**config.mk**
```make
export PLATFORM = sky130hd
export DESIGN_NAME = if_id_reg
export DESIGN_NICKNAME = d
export VERILOG_FILES = /design/src/rtl/cpu_pkg.sv /design/src/rtl/fetch_addr_check.sv /design/src/rtl/if_id_reg.sv
export SDC_FILE = /design/constraint.sdc
export NUM_CORES = 1
export LEC_CHECK = 0
export ABC_CLOCK_PERIOD_IN_PS = 5800
export BUFFER_PORTS_ARGS = -buffer_cell sky130_fd_sc_hd__buf_2
export CAP_MARGIN = 40
export CORE_UTILIZATION = 40
export CTS_BUF_LIST = sky130_fd_sc_hd__clkbuf_8
export CTS_CLUSTER_DIAMETER = 60
export DETAILED_ROUTE_END_ITERATION = 8
export HOLD_SLACK_MARGIN = 0.15
export PLACE_DENSITY_LB_ADDON = 0.12
export SLEW_MARGIN = 10
export SYNTH_ARGS = -nofsm -noshare
export SYNTH_HDL_FRONTEND = slang
export SYNTH_SLANG_ARGS = --single-unit
```
**constraint.sdc**
```tcl
create_clock -name clk -period 5.8 [get_ports clk]
set_clock_uncertainty 0.15 [all_clocks]
set_input_delay 1.45 -clock clk [delete_from_list [all_inputs] [get_ports clk]]
set_output_delay 1.45 -clock clk [all_outputs]
set_load 0.03 [all_outputs]
```
**src/rtl/cpu_pkg.sv**
```systemverilog
// Shared types and constants for the 5-stage MIPS pipeline.
package cpu_pkg;

  // Exception codes, matching CP0 Cause.ExcCode
  typedef enum logic [4:0] {
    ExcNone = 5'd0,
    ExcAdel = 5'd4,
    ExcAdes = 5'd5,
    ExcRi   = 5'd10,
    ExcOv   = 5'd12
  } exc_code_e;

  localparam logic [31:0] PcInit  = 32'h0000_3000;
  localparam logic [31:0] ImBase  = 32'h0000_3000;
  localparam logic [31:0] ImBytes = 32'h0000_4000;
  localparam logic [31:0] Nop     = 32'h0000_0000;

  // Fetch-to-decode payload, reused by later pipeline registers
  typedef struct packed {
    logic [31:0] pc;
    logic [31:0] instr;
    logic        valid;
    logic        bd;
    logic [4:0]  exc;
  } fd_bundle_t;

endpackage

```
**src/rtl/fetch_addr_check.sv**
```systemverilog
// Combinational fetch-address legality check (alignment and IM range).
module fetch_addr_check
  import cpu_pkg::*;
#(
  parameter logic [31:0] IM_BASE  = ImBase,
  parameter logic [31:0] IM_BYTES = ImBytes,
  parameter logic [4:0]  EXC_ADEL = ExcAdel
) (
  input  logic [31:0] pc_i,
  output logic        bad_o,
  output logic [4:0]  exc_o
);

  // 33-bit compare so IM_BASE + IM_BYTES cannot wrap
  logic [32:0] pc_ext;
  logic [32:0] lo_ext;
  logic [32:0] hi_ext;
  logic        misaligned;
  logic        out_of_range;

  // Flag misaligned or out-of-range fetches and pick the matching code
  always_comb begin
    pc_ext       = {1'b0, pc_i};
    lo_ext       = {1'b0, IM_BASE};
    hi_ext       = {1'b0, IM_BASE} + {1'b0, IM_BYTES};
    misaligned   = |pc_i[1:0];
    out_of_range = (pc_ext < lo_ext) || (pc_ext >= hi_ext);
    bad_o        = misaligned || out_of_range;
    exc_o        = bad_o ? EXC_ADEL : ExcNone;
  end

endmodule

```
**src/rtl/if_id_reg.sv**
```systemverilog
// IF/ID pipeline register: captures fetched instruction and PC, tags fetch
// exceptions and delay slots, applies stall/flush, counts stalled cycles.
module if_id_reg
  import cpu_pkg::*;
#(
  parameter logic [31:0] PC_INIT  = PcInit,
  parameter logic [31:0] IM_BASE  = ImBase,
  parameter logic [31:0] IM_BYTES = ImBytes,
  parameter logic [4:0]  EXC_ADEL = ExcAdel
) (
  input  logic        clk,
  input  logic        reset,
  input  logic        stall,
  input  logic        flush,
  input  logic        d_is_branch,
  input  logic [31:0] if_pc,
  input  logic [31:0] if_instr,
  output logic        npc_en,
  output logic [31:0] id_pc,
  output logic [31:0] id_instr,
  output logic        id_valid,
  output logic        id_bd,
  output logic [4:0]  id_exc,
  output logic [31:0] stall_cnt
);

  fd_bundle_t  fd_q, fd_d;
  logic [31:0] stall_cnt_q, stall_cnt_d;
  logic        fetch_bad;
  logic [4:0]  fetch_exc;

  fetch_addr_check #(
    .IM_BASE  (IM_BASE),
    .IM_BYTES (IM_BYTES),
    .EXC_ADEL (EXC_ADEL)
  ) u_fetch_addr_check (
    .pc_i  (if_pc),
    .bad_o (fetch_bad),
    .exc_o (fetch_exc)
  );

  // Flush must still let the PC take the exception/eret target
  assign npc_en = ~stall | flush;

  // Next-state selection: flush > stall > normal advance
  always_comb begin
    fd_d        = fd_q;
    stall_cnt_d = stall_cnt_q;
    if (flush) begin
      // Keep the PC so EPC still has a meaningful source
      fd_d.pc    = if_pc;
      fd_d.instr = Nop;
      fd_d.valid = 1'b0;
      fd_d.bd    = 1'b0;
      fd_d.exc   = ExcNone;
    end else if (stall) begin
      if (stall_cnt_q != 32'hFFFF_FFFF) begin
        stall_cnt_d = stall_cnt_q + 32'd1;
      end
    end else begin
      fd_d.pc    = if_pc;
      fd_d.valid = 1'b1;
      fd_d.bd    = d_is_branch;
      // A bad fetch becomes a nop so decode sees no side effects
      fd_d.instr = fetch_bad ? Nop : if_instr;
      fd_d.exc   = fetch_exc;
    end
  end

  // State registers with synchronous reset
  always_ff @(posedge clk) begin
    if (reset) begin
      fd_q.pc     <= PC_INIT;
      fd_q.instr  <= Nop;
      fd_q.valid  <= 1'b0;
      fd_q.bd     <= 1'b0;
      fd_q.exc    <= ExcNone;
      stall_cnt_q <= 32'd0;
    end else begin
      fd_q        <= fd_d;
      stall_cnt_q <= stall_cnt_d;
    end
  end

  assign id_pc     = fd_q.pc;
  assign id_instr  = fd_q.instr;
  assign id_valid  = fd_q.valid;
  assign id_bd     = fd_q.bd;
  assign id_exc    = fd_q.exc;
  assign stall_cnt = stall_cnt_q;

endmodule

```
==> results of run 1 <==
cell usage after synthesis (5+ instances only):
library cell / number
nand2_1: 75
nand4_1: 7
nor2_1: 51
nand3_1: 11
inv_1: 5
nor4_1: 6
or3_1: 15
xnor2_1: 6
buf_2: 5
a21oi_1: 50
mux2_2: 7
dfxtp_1: 99
and4_1: 5
clkbuf_1: 22
o21ai_0: 14
a22oi_1: 32
nor2b_1: 8
worst reg2reg max path, delay by kind of cell, from the launching register on:
kind          cells  cell delay [ps]
flops             1              420
mux               1              300
simple gates      4             1800
sequential cells by signal, summed over array words and instances, names as in the netlist:
signal and count:
id_bd 1, id_exc 1, id_instr 32, id_pc 32, id_valid 1, stall_cnt 32
layout make-up:
| class | count | area [um^2] | share of cell area |
|---|---|---|---|
| Sequential cell | 99 | 1980 | 0.390 |
| Multi-Input combinational cell | 329 | 1840 | 0.362 |
| Clock buffer | 11 | 151 | 0.0298 |
| Inverter | 6 | 22.5 | 0.00443 |
| Clock inverter | 4 | 50.0 | 0.00985 |
| Tap cell | 133 | 166 | 0.0328 |
| Timing Repair Buffer | 172 | 871 | 0.171 |
metal layers:
layer / up-vias / routed length (um)
met1: 1724 / 4580
met4: 0 / 236
met5: - / 0
met2: 107 / 4690
met3: 19 / 573
li1: 1913 / -
worst paths after layout:
path	start	end	slack, ps	depth (start not counted)
worst max register to register	stall_cnt[25]	stall_cnt[8]	3030	5
worst min-delay path	id_pc[22]	id_pc[22]	300	2
worst max-delay path	stall	npc_en	1460	5
worst min register to register	id_pc[22]	id_pc[22]	300	2
power breakdown:
part           internal, mW  switching, mW  leakage [nW]  total [mW]
Sequential            0.695        0.00796         0.806       0.703
Clock                 0.220          0.235        0.0974       0.455
Combinational        0.0405         0.0833          1.32       0.124
kinds of logic after synthesis:
logic type / share of synthesized area
buffers and inverters: 0.0477
other: 0.000940
AO/OA/AOI/OAI: 0.162
AND/OR/NAND/NOR: 0.251
XOR/XNOR: 0.0154
flip-flops: 0.497
adder cells (fa/ha/maj): 0.00314
multiplexers: 0.0223
==> reports/metrics.csv, run 1 <==
metric,value,unit
yosysWarningCount,0,
cts.path.max_buffers,2,
wl_per_cell,13.4,um
cts.clk_slew.worst_paths,80,ps
setup_slack,1460,ps
row_count,36,
final-setup-viol-count,0,
drv_slew,0,
cts_hold_buf,0,
power.total,1.28,mW
min_period_over_period,0.747,
cts_tree,built,
met2_usage,0.313,
via_per_inst,4.99,
ios,173,
ys.flop_type,dfxtp_1,
holdWs,303,ps
port_buffers,168,
yosys-top-cells-area,"dfxtp_1 50%, nand2_1 7.1%, a21oi_1 6.3%",
drtAntennaViolNets,0,
wl,10100,um
core-area,9730,um^2
fin_util,0.522,
ir_drop,0.0955,mV
finalCriticalPeriod,4340,ps
diodes,0,
yosys.area.top_type,dfxtp_1,
grt_pass1_vias,3391,
rsz0062_at_grt,false,
cp-start-kind,input port,
final_design_area_no_fill,5080,um^2
hold_class,reg -> reg,
synth_edf_count,0,
mostFrequentLayoutCell,buf_2,
dpl_worst_slack,1450,ps
fin_nets,687,
antenna_found_initial,0,
cts.sinks,99,
synth_top_cell_area_share,0.497,
grt-ovfl-total,0,
worst-path-buf-inv,4,
synth.avg_cell_area,8.56,um^2
end_kind,output pin,
arrival,2740,ps
clk_latency,360,ps
initial_core_util,0.410,
syn_to_final_growth,27.3,%
use_met3,0.0492,
critPathMaxStageDelay,480,ps
status,"finished, final reports clean",
fmax,0.231,GHz
cts_inserted_buffers,9,
synthCells,466,
async_reset_ff_frac,0,
power_density,252,nW/um^2
crit_top_cell,buf_2,
place_area,4880,um^2
placedCellCount,739,
grt_use_total,0.195,
die_h,102,um
max_cap_viol_count,0,
critPathKind,in -> out,
crit_slowest_cell,inv_2,
dieArea,10400,um^2
dp_hpwl,7030,um
globalplace.congestion,0.784,
layout_common_cells,"168 x buf_2, 99 x dfxtp_1, 75 x nand2_1",
cts_setup_buffers,0,
busiest_layer,met2,
grt_pass1_wl,15800,um
cp_max_fo,37,
synth_cell_types,47,
grt_max_degree,74,
slew_headroom,0.482,
met1_usage,0.247,
drt_iter0_drc,123,
p_leak,2.23,nW
worst_pin_slew,774,ps
synth_area,3990,um^2
die_x,102,um
vias,3763,
worstPathRequired,4200,ps
drive_above_1_share,0.330,
setup-tns-final,0,ps
synth_seq_cells,99,
cts_resized,0,
hold_viol,0,
firstDrtPassIters,4,
nFillCells,994,
cts_root_buf,clkbuf_8,
cp_top_family,buffers and inverters,
instances_no_fill,754,
drc,0,
seq_area_frac_synth,0.497,
path_cells,buf_2 > nor2b_2 > buf_4 > inv_2 > buf_2,
htreeDepth,3,
Note: power is estimated with default switching activity, not from simulation.
==> run 2, diff against run 1 <==
ABC_AREA = 1   (was unset)
ABC_CLOCK_PERIOD_IN_PS = 3800   (was 5800)
clock period = 3.8 ns   (was 5.8 ns; I/O delays follow)
==> run 2 against run 1 <==
Against the previous run:
- combinational power is 75% higher
- clock-buffer cell count is the same
- via count up 22%
- sequential cell count unchanged
- register-to-register slack worse by 1600 ps
- final area grew 11%
- synthesized cell count rose by 42%
==> reports/metrics.csv, run 2 <==
metric,value,unit,change
placedCellCount,946,,+28%
syn_to_final_growth,25.1,%,
cts_tree,built,,
rrSetupSlack,1420,ps,-1610 ps
synth_edf_count,0,,unchanged
grt-ovfl-total,0,,unchanged
wl_per_cell,12.8,um,-4.4%
mostFrequentLayoutCell,nand2_1,,
wl,12300,um,+22%
worstPathRequired,2700,ps,-1500 ps
cts_resized,0,,unchanged
wl_met2,5720,um,+22%
via_per_inst,4.79,,-4.0%
cts_setup_buffers,0,,unchanged
worst_pin_slew,660,ps,-115 ps
dpl_worst_slack,1030,ps,-421 ps
row_count,38,,+5.6%
grt_max_degree,38,,-49%
ir_drop,0.251,mV,+160%
synth_seq_cells,99,,unchanged
status,"finished, final reports clean",,
synth_top_cell_area_share,0.438,,-0.0587
synth.avg_cell_area,6.83,um^2,-20%
drc,0,,unchanged
cts_root_buf,clkbuf_8,,
cp-start-kind,input port,,
grt_use_total,0.219,,+0.0234
drtAntennaViolNets,0,,unchanged
place_area,5430,um^2,+11%
dieArea,11700,um^2,+13%
seq_area_frac_synth,0.438,,-0.0587
p_leak,2.58,nW,+16%
yosysMostFrequentCell,nand2_1,,
end_kind,output pin,,
final_design_area_no_fill,5660,um^2,+11%
rsz0062_at_grt,false,,
layout_common_cells,"208 x nand2_1, 168 x buf_2, 126 x nor2_1",,
dp_hpwl,8990,um,+28%
setup_slack,1180,ps,-283 ps
drive_above_1_share,0.258,,-0.0722
critPathKind,in -> out,,
cts_inserted_buffers,9,,unchanged
fmax,0.382,GHz,
routed-wl-met3,829,um,+45%
holdWs,316,ps,+12.8 ps
arrival,1520,ps,-1220 ps
async_reset_ff_frac,0,,unchanged
yosysWarningCount,0,,unchanged
grt_pass1_vias,4258,,+26%
max_cap_viol_count,0,,unchanged
power_density,367,nW/um^2,+45%
instances_no_fill,962,,+28%
synthCells,662,,+42%
yosys.area.top_type,dfxtp_1,,
cp_max_fo,4,,-89%
ys.flop_type,dfxtp_1,,
globalplace.congestion,0.866,,+10%
wl_met1,5480,um,+20%
ios,173,,unchanged
cts.path.max_buffers,2,,unchanged
slew_headroom,0.560,,+0.0786
die_x,108,um,+6.4%
cts_hold_buf,0,,unchanged
fin_nets,887,,+29%
vias,4608,,+22%
yosys-top-cells-area,"dfxtp_1 44%, nand2_1 17%, nor2_1 10%",,
min_period_over_period,0.689,,
diodes,0,,unchanged
cts.sinks,99,,unchanged
initial_core_util,0.414,,+0.00362
synth_area,4520,um^2,+13%
final-setup-viol-count,0,,unchanged
clk_latency,390,ps,+30 ps
htreeDepth,3,,unchanged
hold_class,reg -> reg,,
firstDrtPassIters,4,,unchanged
synth_cell_types,27,,-43%
grt_pass1_wl,20100,um,+27%
drt_iter0_drc,278,,+130%
drv_slew,0,,unchanged
finalCriticalPeriod,2620,ps,
port_buffers,168,,unchanged
die_h,108,um,+6.4%
hold_viol,0,,unchanged
core-area,10900,um^2,+12%
cts.clk_slew.worst_paths,90,ps,about the same
synthTopCellsByCount,"208 x nand2_1, 126 x nor2_1, 99 x dfxtp_1",,
setup-tns-final,0,ps,unchanged
antenna_found_initial,0,,unchanged
highest_layer,met4,,
-- run 2: worst paths after layout --
path / startpoint / endpoint / depth (start not counted)
worst max-delay path: stall / npc_en / 5
worst min register to register: id_instr[0] / id_instr[0] / 2
worst max register to register: stall_cnt[0] / stall_cnt[23] / 10
worst min-delay path: id_instr[0] / id_instr[0] / 2
-- run 2: report_power, final --
group	internal (mW)	switching (mW)
Clock	0.404	0.377
Sequential	1.06	0.0145
Combinational	0.0666	0.150
-- run 2: stage by stage --
stage	power (mW)	util
after floorplan	1.24	-
after global placement	1.31	0.495
after detailed placement	1.32	0.497
after CTS	2.10	0.518
after global routing	2.17	0.518
final	2.08	0.518
-- run 2: kinds of logic (layout without fill, tap and decap cells) --
kind of cell | count (synthesis) | count (layout) | share of synthesized area
AOI/OAI and AO/OA | 97 | 97 | 0.116
buffers and inverters | 72 | 229 | 0.0719
xor gates and xnor gates | 15 | 15 | 0.0290
other | 1 | 4 | 0.000829
adders and majority gates | 1 | 1 | 0.00277
DFF | 99 | 99 | 0.438
and+or+nand+nor | 377 | 377 | 0.342
-- run 2: routing by layer --
layer | up-vias | track usage
met5 | - | 0
met4 | 0 | 0.0985
met3 | 17 | 0.0591
met2 | 138 | 0.344
met1 | 2076 | 0.279
li1 | 2377 | -
-- run 2: cell type report --
cell class / count / area (um^2)
tap: 140 / 175
fill: 1144 / 5280
inverter: 39 / 146
sequential: 99 / 1980
clock inverter: 5 / 76.3
clock buffer: 11 / 151
multi-input combinational: 494 / 2230
timing repair buffer: 174 / 893
-- run 2: worst max-delay path: stages --
cell and delay (ps):
buf_2 110, inv_1 110, nor2_2 50, inv_1 80, buf_2 220
==> run 3, diff against run 2 <==
ABC_CLOCK_PERIOD_IN_PS = 2600   (was 3800)
clock period = 2.6 ns   (was 3.8 ns; I/O delays follow)
==> run 3 against run 2 <==
Against the previous run:
- final area is 0.35% higher
- final cell count increased by 0.42%
- hold slack got worse by 7.4 ps
- via count is 0.93% lower
- sequential share of layout area shrank 0.12 points
- sequential power rose by 46%
- worst setup slack worse by 790 ps
- total power grew 42%
- global-route usage increased by 0.078 points
==> reports/metrics.csv, run 3 (same netlist as run 2, synthesis figures left out) <==
metric,value,unit,change
status,"finished, final reports clean",,
ir_drop,0.324,mV,+29%
dp_hpwl,9160,um,+1.9%
r2r_start,stall_cnt[0],,
critPathCapture,stall_cnt[16],,
place_area,5470,um^2,+0.64%
cp-start-kind,flop,,
htreeDepth,3,,unchanged
grt_pass1_wl,20300,um,+1.1%
rsz0062_at_grt,false,,
core-area,10900,um^2,unchanged
grt-ovfl-total,0,,unchanged
power_density,518,nW/um^2,+41%
end_kind,flop,,
row_count,38,,unchanged
fmax,0.453,GHz,
drive_above_1_share,0.263,,+0.00480
mostFrequentLayoutCell,nand2_1,,
port_buffers,168,,unchanged
path_depth,10,,+5
cts.sinks,99,,unchanged
finalCriticalPeriod,2210,ps,
cts_resized,0,,unchanged
cts_inserted_buffers,9,,unchanged
grt_max_degree,40,,+5.3%
wl,12300,um,+0.24%
fin_nets,891,,+0.45%
power.total,2.94,mW,+42%
cts.clk_slew.worst_paths,100,ps,about the same
crit_slowest_cell,dfxtp_1,,
final-setup-viol-count,0,,unchanged
holdWs,308,ps,-7.37 ps
reg2reg_depth,10,,unchanged
worst-path-buf-inv,1,,-3
worstPathRequired,2700,ps,about the same
min_period_over_period,0.849,,
via_per_inst,4.73,,-1.3%
crit_start,stall_cnt[0],,
cts.path.max_buffers,2,,unchanged
syn_to_final_growth,25.5,%,
dpl_worst_slack,356,ps,-671 ps
initial_core_util,0.414,,unchanged
wl_per_cell,12.8,um,-0.18%
cts_hold_buf,0,,unchanged
rrSetupSlack,390,ps,-1030 ps
layout_common_cells,"208 x nand2_1, 168 x buf_2, 126 x nor2_1",,
drtAntennaViolNets,0,,unchanged
critPathKind,reg -> reg,,
clk_latency,370,ps,-20 ps
drv_slew,0,,unchanged
instances_no_fill,966,,+0.42%
die_x,108,um,unchanged
setup-tns-final,0,ps,unchanged
diodes,0,,unchanged
crit_top_cell,nand2_4,,
final_design_area_no_fill,5680,um^2,+0.35%
fin_util,0.519,,+0.00183
cts_tree,built,,
grt_use_total,0.220,,+0.000780
cp_max_fo,26,,+22
placedCellCount,950,,+0.42%
vias,4565,,-0.93%
die_h,108,um,unchanged
cts_root_buf,clkbuf_8,,
drt_iter0_drc,268,,-3.6%
setup_slack,393,ps,-789 ps
p_leak,2.58,nW,about the same
path_cells,ha_1 > nand2_1 > nor2_4 > nand2_4 > nor2_8 > nand2_4 > nand2_4 > inv_2 > nand2_1 > a21oi_1,,
drc,0,,unchanged
hold_class,reg -> reg,,
cp_top_family,simple AND/OR/NAND/NOR gates,,
dieArea,11700,um^2,unchanged
ios,173,,unchanged
cts_setup_buffers,0,,unchanged
hold_viol,0,,unchanged
firstDrtPassIters,4,,unchanged
critPathMaxStageDelay,440,ps,+220 ps
arrival,2310,ps,+790 ps
max_cap_viol_count,0,,unchanged
globalplace.congestion,0.860,,-0.66%
grt_pass1_vias,4316,,+1.4%
r2r_end,stall_cnt[16],,
antenna_found_initial,0,,unchanged
run 3: worst min-delay path by stage:
| stage | from | end | cells past startpoint |
|---|---|---|---|
| finish | id_bd | id_bd | 2 |
| global route | if_instr[29] | id_instr[29] | 3 |
| CTS | id_bd | id_bd | 2 |
| detailed placement | id_bd | id_bd | 2 |
| global placement | id_bd | id_bd | 2 |
| floorplan | id_bd | id_bd | 2 |
run 3: per-layer routing:
metal | wire length (um) | share of wire | GRT usage
met5 | 0 | 0 | 0
met4 | 302 | 0.025 | 0.0985
met3 | 825 | 0.067 | 0.0585
met2 | 5620 | 0.46 | 0.353
met1 | 5580 | 0.45 | 0.275
run 3: cell type report:
| type | count | area, um^2 |
|---|---|---|
| Clock inverter | 5 | 61.3 |
| Multi-Input combinational cell | 494 | 2230 |
| Tap cell | 140 | 175 |
| Sequential cell | 99 | 1980 |
| Inverter | 39 | 146 |
| Fill cell | 1116 | 5260 |
| Timing Repair Buffer | 178 | 928 |
| Clock buffer | 11 | 151 |
run 3: tightest hold or removal path: cells and delay by family, from the launching register on:
family | cells | cell delay, ps
AO/OA/AOI/OAI | 1 | 50
flip-flops | 1 | 320
AND/OR/NAND/NOR | 1 | 50
run 3: where the power goes:
part,leakage (nW),total [mW],switching (mW),internal [mW]
Sequential,0.807,1.58,0.0207,1.56
Combinational,1.67,0.319,0.219,0.0992
Clock,0.0978,1.05,0.548,0.499
Total,2.58,2.94,0.788,2.15
